[src/rtl/round_window_multi.sv]
// Circular history of dense-polynomial words. Each emitting word produces LANES
// (left, right) adjacent-word pairs taken at a per-lane distance behind the newest word.
module round_window_multi #(
    parameter int WORD_WIDTH        = 32,
    parameter int DEPTH             = 32,
    parameter int PTR_W             = 5,
    parameter int LANES             = 2,
    parameter int OFS_W             = 6,
    parameter int CNT_W             = 10,
    parameter int NORMAL_WORD_COUNT = 553
) (
    input  logic                        clk,
    input  logic                        rst_n,
    input  logic                        frame_clear,
    input  logic                        in_valid,
    output logic                        in_ready,
    input  logic [WORD_WIDTH-1:0]       in_word,
    input  logic                        add_only,
    input  logic [LANES*OFS_W-1:0]      lane_offset,
    input  logic [LANES-1:0]            lane_latency,
    output logic                        out_valid,
    input  logic                        out_ready,
    output logic [LANES*WORD_WIDTH-1:0] out_left,
    output logic [LANES*WORD_WIDTH-1:0] out_right,
    output logic                        add_done,
    output logic                        cfg_err
);

    typedef enum logic [1:0] {IDLE, READ, HOLD} state_t;

    localparam logic signed [CNT_W:0] J_ONE = (CNT_W+1)'(1);
    localparam logic signed [CNT_W:0] J_MAX = (CNT_W+1)'(NORMAL_WORD_COUNT);

    state_t                        state_reg, state_next;
    logic [PTR_W-1:0]              wp_reg;
    logic [CNT_W-1:0]              n_reg;
    logic                          out_valid_reg;
    logic                          add_done_reg;
    logic                          cfg_err_reg;
    logic [LANES*WORD_WIDTH-1:0]   left_reg, right_reg;
    logic [LANES*WORD_WIDTH-1:0]   left_next, right_next;
    logic [LANES-1:0]              lane_err;
    logic                          accept;

    logic [WORD_WIDTH-1:0]         mem [DEPTH];

    // A word arriving together with frame_clear is discarded entirely.
    assign accept = in_valid && in_ready && !frame_clear;

    always_ff @(posedge clk) begin
        if (accept) begin
            mem[wp_reg] <= in_word;
        end
    end

    // wp_reg and n_reg are already post-increment when READ evaluates the lanes,
    // so mem[wp_reg-1] is the newest word with index n_reg.
    for (genvar gi = 0; gi < LANES; gi++) begin : g_lane
        logic [OFS_W:0]        e;
        logic [PTR_W-1:0]      addr_l, addr_r;
        logic signed [CNT_W:0] jl, jr;
        logic                  ok_l, ok_r;

        assign e        = {1'b0, lane_offset[gi*OFS_W +: OFS_W]} + {{OFS_W{1'b0}}, lane_latency[gi]};
        assign lane_err[gi] = (32'(e) + 32'd1) >= 32'(DEPTH);
        assign addr_l   = wp_reg - PTR_W'(1) - PTR_W'(e);
        assign addr_r   = addr_l - PTR_W'(1);
        assign jl       = $signed({1'b0, n_reg}) - $signed((CNT_W+1)'(e));
        assign jr       = jl - J_ONE;
        assign ok_l     = !lane_err[gi] && (jl >= J_ONE) && (jl <= J_MAX);
        assign ok_r     = !lane_err[gi] && (jr >= J_ONE) && (jr <= J_MAX);

        assign left_next[gi*WORD_WIDTH +: WORD_WIDTH]  = ok_l ? mem[addr_l] : '0;
        assign right_next[gi*WORD_WIDTH +: WORD_WIDTH] = ok_r ? mem[addr_r] : '0;
    end

    always_comb begin
        state_next = state_reg;
        in_ready   = 1'b0;
        case (state_reg)
            IDLE: begin
                in_ready = 1'b1;
                if (accept && !add_only) begin
                    state_next = READ;
                end
            end
            READ: state_next = HOLD;
            HOLD: begin
                if (out_ready) begin
                    state_next = IDLE;
                end
            end
            default: state_next = IDLE;
        endcase
    end

    always_ff @(posedge clk or negedge rst_n) begin
        if (!rst_n) begin
            state_reg     <= IDLE;
            wp_reg        <= '0;
            n_reg         <= '0;
            out_valid_reg <= 1'b0;
            add_done_reg  <= 1'b0;
            cfg_err_reg   <= 1'b0;
            left_reg      <= '0;
            right_reg     <= '0;
        end else begin
            cfg_err_reg <= |lane_err;
            if (frame_clear) begin
                state_reg     <= IDLE;
                wp_reg        <= '0;
                n_reg         <= '0;
                out_valid_reg <= 1'b0;
                add_done_reg  <= 1'b0;
                left_reg      <= '0;
                right_reg     <= '0;
            end else begin
                state_reg    <= state_next;
                add_done_reg <= accept && add_only;
                if (accept) begin
                    wp_reg <= wp_reg + PTR_W'(1);
                    if (!(&n_reg)) begin
                        n_reg <= n_reg + CNT_W'(1);
                    end
                end
                if (state_reg == READ) begin
                    out_valid_reg <= 1'b1;
                    left_reg      <= left_next;
                    right_reg     <= right_next;
                end else if (state_reg == HOLD && out_ready) begin
                    out_valid_reg <= 1'b0;
                end
            end
        end
    end

    assign out_valid = out_valid_reg;
    assign out_left  = left_reg;
    assign out_right = right_reg;
    assign add_done  = add_done_reg;
    assign cfg_err   = cfg_err_reg;

endmodule

[config.mk]
export PLATFORM = sky130hd
export DESIGN_NAME = round_window_multi
export DESIGN_NICKNAME = d
export VERILOG_FILES = /design/src/rtl/round_window_multi.sv
export SDC_FILE = /design/constraint.sdc
export NUM_CORES = 2
export LEC_CHECK = 0
export CAP_MARGIN = 40
export CORE_MARGIN = 2
export CORE_UTILIZATION = 25
export DETAILED_ROUTE_END_ITERATION = 16
export PLACE_DENSITY_LB_ADDON = 0.12
export SLEW_MARGIN = 15
export SYNTH_ARGS = -nofsm -noshare
export SYNTH_HDL_FRONTEND = slang
export SYNTH_SLANG_ARGS = --single-unit
[constraint.sdc]
create_clock -name clk -period 9.36 [get_ports clk]
set_clock_uncertainty 0.05 [all_clocks]
set_input_delay 1.872 -clock clk [delete_from_list [all_inputs] [get_ports clk]]
set_output_delay 1.872 -clock clk [all_outputs]
set_load 0.02 [all_outputs]
==> flow_metrics.env <==
export IMPL_status="completed"
export IMPL_hold_path_class="register to register"
export IMPL_numCtsBuffers=151
export IMPL_root_buffer="clkbuf_16"
export IMPL_cp_cell_sequence="clkdlybuf4s50_1 -> ha_1 -> ha_1 -> xnor2_2 -> xnor2_1 -> xnor2_2 -> buf_4 -> and3_1 -> xor2_4 -> buf_4 -> mux4_2 -> a21oi_1 -> a22oi_1 -> a32o_1"
export IMPL_synth_area_top_cells="edfxtp_1 43%, mux4_2 23%, nand2_1 6.5%"
export IMPL_grt_pass1_vias=56120
export IMPL_largest_reg_flops=1024
export IMPL_dr_total_vias=57600
export IMPL_dr_pass1_iters=6
export IMPL_post_route_drc_count=0
export IMPL_fin_nets=6054
export IMPL_viasPerCell=5.814
export IMPL_synthToLayoutAreaGrowth_pct=18.69
export IMPL_cp_slowest_stage_delay_ps=710
export IMPL_reg2reg_setup_slack_ps=3780
export IMPL_io_pins=184
export IMPL_hold_viol_final=0
export IMPL_cts_sinks=1172
export IMPL_rows=197
export IMPL_post_synth_top_area_fraction_pct=42.69
export IMPL_htreeDepth=4
export IMPL_slew_headroom_pct=31.11
export IMPL_vdd_drop_max_mv=0.3510
export IMPL_postCtsResizedCells=0
export IMPL_cp_max_fo=36
export IMPL_grt_ovfl_total=0
export IMPL_critPathBufInv=3
export IMPL_layout_min_cycle_time_ps=6461
export IMPL_numPortBuffers=183
export IMPL_period_share_pct=69.03
export IMPL_top_register="mem"
export IMPL_hpwl_um=216100
export IMPL_yosysSeqAreaShare_pct=47.83
export IMPL_slowest_stage="buf_4"
export IMPL_ys_ff_latch=1172
export IMPL_clockBufferDepth=3
export IMPL_power_density_mw_per_mm2=313.7
export IMPL_finalPower_mw=26.82
export IMPL_synth_nets=5997
export IMPL_dr_first_iter_drc_count=7217
export IMPL_netlist_area_mm2=0.07203
export IMPL_initial_core_util_pct=25.06
export IMPL_die_height_um=540.8
export IMPL_hold_buffers=0
export IMPL_die_x_um=540.8
export IMPL_max_freq_ghz=0.1548
export IMPL_worstSetupPathType="primary input to register"
export IMPL_dieArea_mm2=0.2924
export IMPL_wire_per_inst_um=35.73
export IMPL_yosys_warnings=0
export IMPL_drt_total_wl_um=354000
export IMPL_maxCapViolCount=0
export IMPL_final_setup_tns_ps=0
export IMPL_setup_worst_path_end_class="register"
export IMPL_ant_nets=0
export IMPL_gp_congestion=0.8198
export IMPL_final_cell_mix="1251 x nand2_1, 1024 x edfxtp_1, 721 x mux4_2"
export IMPL_layout_commonest_cell="nand2_1"
export IMPL_syn_area_per_cell_um2=12.18
export IMPL_worst_pin_slew_ps=1033
export IMPL_arrival_ps=7090
export IMPL_synth_edf_count=1024
export IMPL_post_cts_setup_buffer_count=0
export IMPL_grt_max_degree=113
export IMPL_coreArea_mm2=0.2874
export IMPL_cp_required_ps=9990
export IMPL_clk_latency_ps=820
export IMPL_fillers=28980
export IMPL_crit_path_start_kind="primary input"
export IMPL_synth_cell_types=72
export IMPL_drv_slew=0
export IMPL_grt_total_usage_pct=23.73
export IMPL_drive_gt1_share_pct=21.66
export IMPL_async_flop_share_pct=12.63
export IMPL_antenna_found_initial=32
export IMPL_finalSetupViolations=0
export IMPL_synth_largest_area_cell="edfxtp_1"
export IMPL_grt_pass1_wl_um=484800
export IMPL_rsz0062_at_grt="false"
export IMPL_ys_flop_type="edfxtp_1"
export IMPL_final_core_util_pct=29.75
export IMPL_cp_top_family="buffers and inverters"
export IMPL_cts_tree="yes"
export IMPL_total_leakage_power_nw=27.97
export IMPL_hold_slack_ps=431.4
export IMPL_syn_inst=5911
export IMPL_clk_pin_slew_ps=60
power by group:
part	switching [mW]	internal (mW)
registers	0.0194	5.70
clock network	2.50	3.74
logic	9.81	5.04
synth_stat cells (14+ instances only):
| master | count |
|---|---|
| a22o_1 | 21 |
| a21oi_1 | 163 |
| a311oi_1 | 33 |
| nand3_1 | 392 |
| buf_1 | 44 |
| nor2_1 | 106 |
| xor2_1 | 22 |
| mux4_2 | 721 |
| ha_1 | 30 |
| nor4_1 | 26 |
| dfrtp_1 | 148 |
| nor2b_1 | 179 |
| o21ai_0 | 118 |
| a31oi_1 | 131 |
| nand4_1 | 94 |
| edfxtp_1 | 1024 |
| o22ai_1 | 81 |
| buf_2 | 113 |
| xnor2_1 | 50 |
| o31ai_1 | 35 |
| o21ai_1 | 43 |
| inv_1 | 26 |
| a211oi_1 | 310 |
| nand2_1 | 1255 |
| clkbuf_1 | 380 |
| mux2i_1 | 118 |
| nor3_1 | 14 |
| and2_1 | 69 |
| and3_1 | 36 |
kinds of logic after synthesis:
logic type | count (synthesis) | share of synthesized area (%)
AND/OR/NAND/NOR | 2210 | 13.81
flip-flops | 1172 | 47.83
AO/OA/AOI/OAI | 989 | 8.992
multiplexers | 850 | 24.36
buffers and inverters | 568 | 3.182
XOR/XNOR | 81 | 1.094
adder cells (fa/ha/maj) | 41 | 0.7314
cell type report:
type	instances	area [µm²]	area share, %
repair buffers	445	5059	5.917
diodes	32	80.08	0.09367
inverters	27	101.3	0.1186
flip-flops and latches	1172	34450	40.30
clock buffers	195	4161	4.868
well taps	3781	4731	5.534
multi-input cells	4171	35870	41.95
clock inverters	84	1037	1.213
through the flow:
| step | worst slack (ps) | cells | instance area (µm²) |
|---|---|---|---|
| 4_1_cts | 2981 | 9868 | 85240 |
| 2_1_floorplan | 2773 | 5911 | 72030 |
| 5_1_grt | 2781 | 9902 | 85480 |
| 3_5_place_dp | 2131 | 9589 | 80040 |
| 3_3_place_gp | 1688 | 9526 | 78840 |
| 6_report | 2899 | 9907 | 85490 |
worst paths after layout:
check | start | to | depth (start not counted)
worst max-delay path | lane_offset[0] | out_right[8] | 14
worst min-delay path | out_left[11] | out_left[11] | 2
min in group asynchronous | rst_n | out_right[39] | 1
max in group asynchronous | rst_n | out_left[22] | 4
worst min register to register | out_left[11] | out_left[11] | 2
worst max register to register | wp_reg[0] | out_right[8] | 15
layer usage:
layer	routed length [µm]	GRT usage [%]	share of wire [%]	vias up
met5	57	0	0.016	-
met4	15640	9.641	4.4	8
met3	26370	4.229	7.4	633
met2	162700	37.37	46	3150
met1	149200	32.19	42	30450
li1	-	-	-	23360
worst min-delay path: cells and delay by family (launching register included):
family          cells  cell delay, ps
compound gates      1              60
flops               1             340
simple gates        1              50
(Power assumes the default switching activity.)
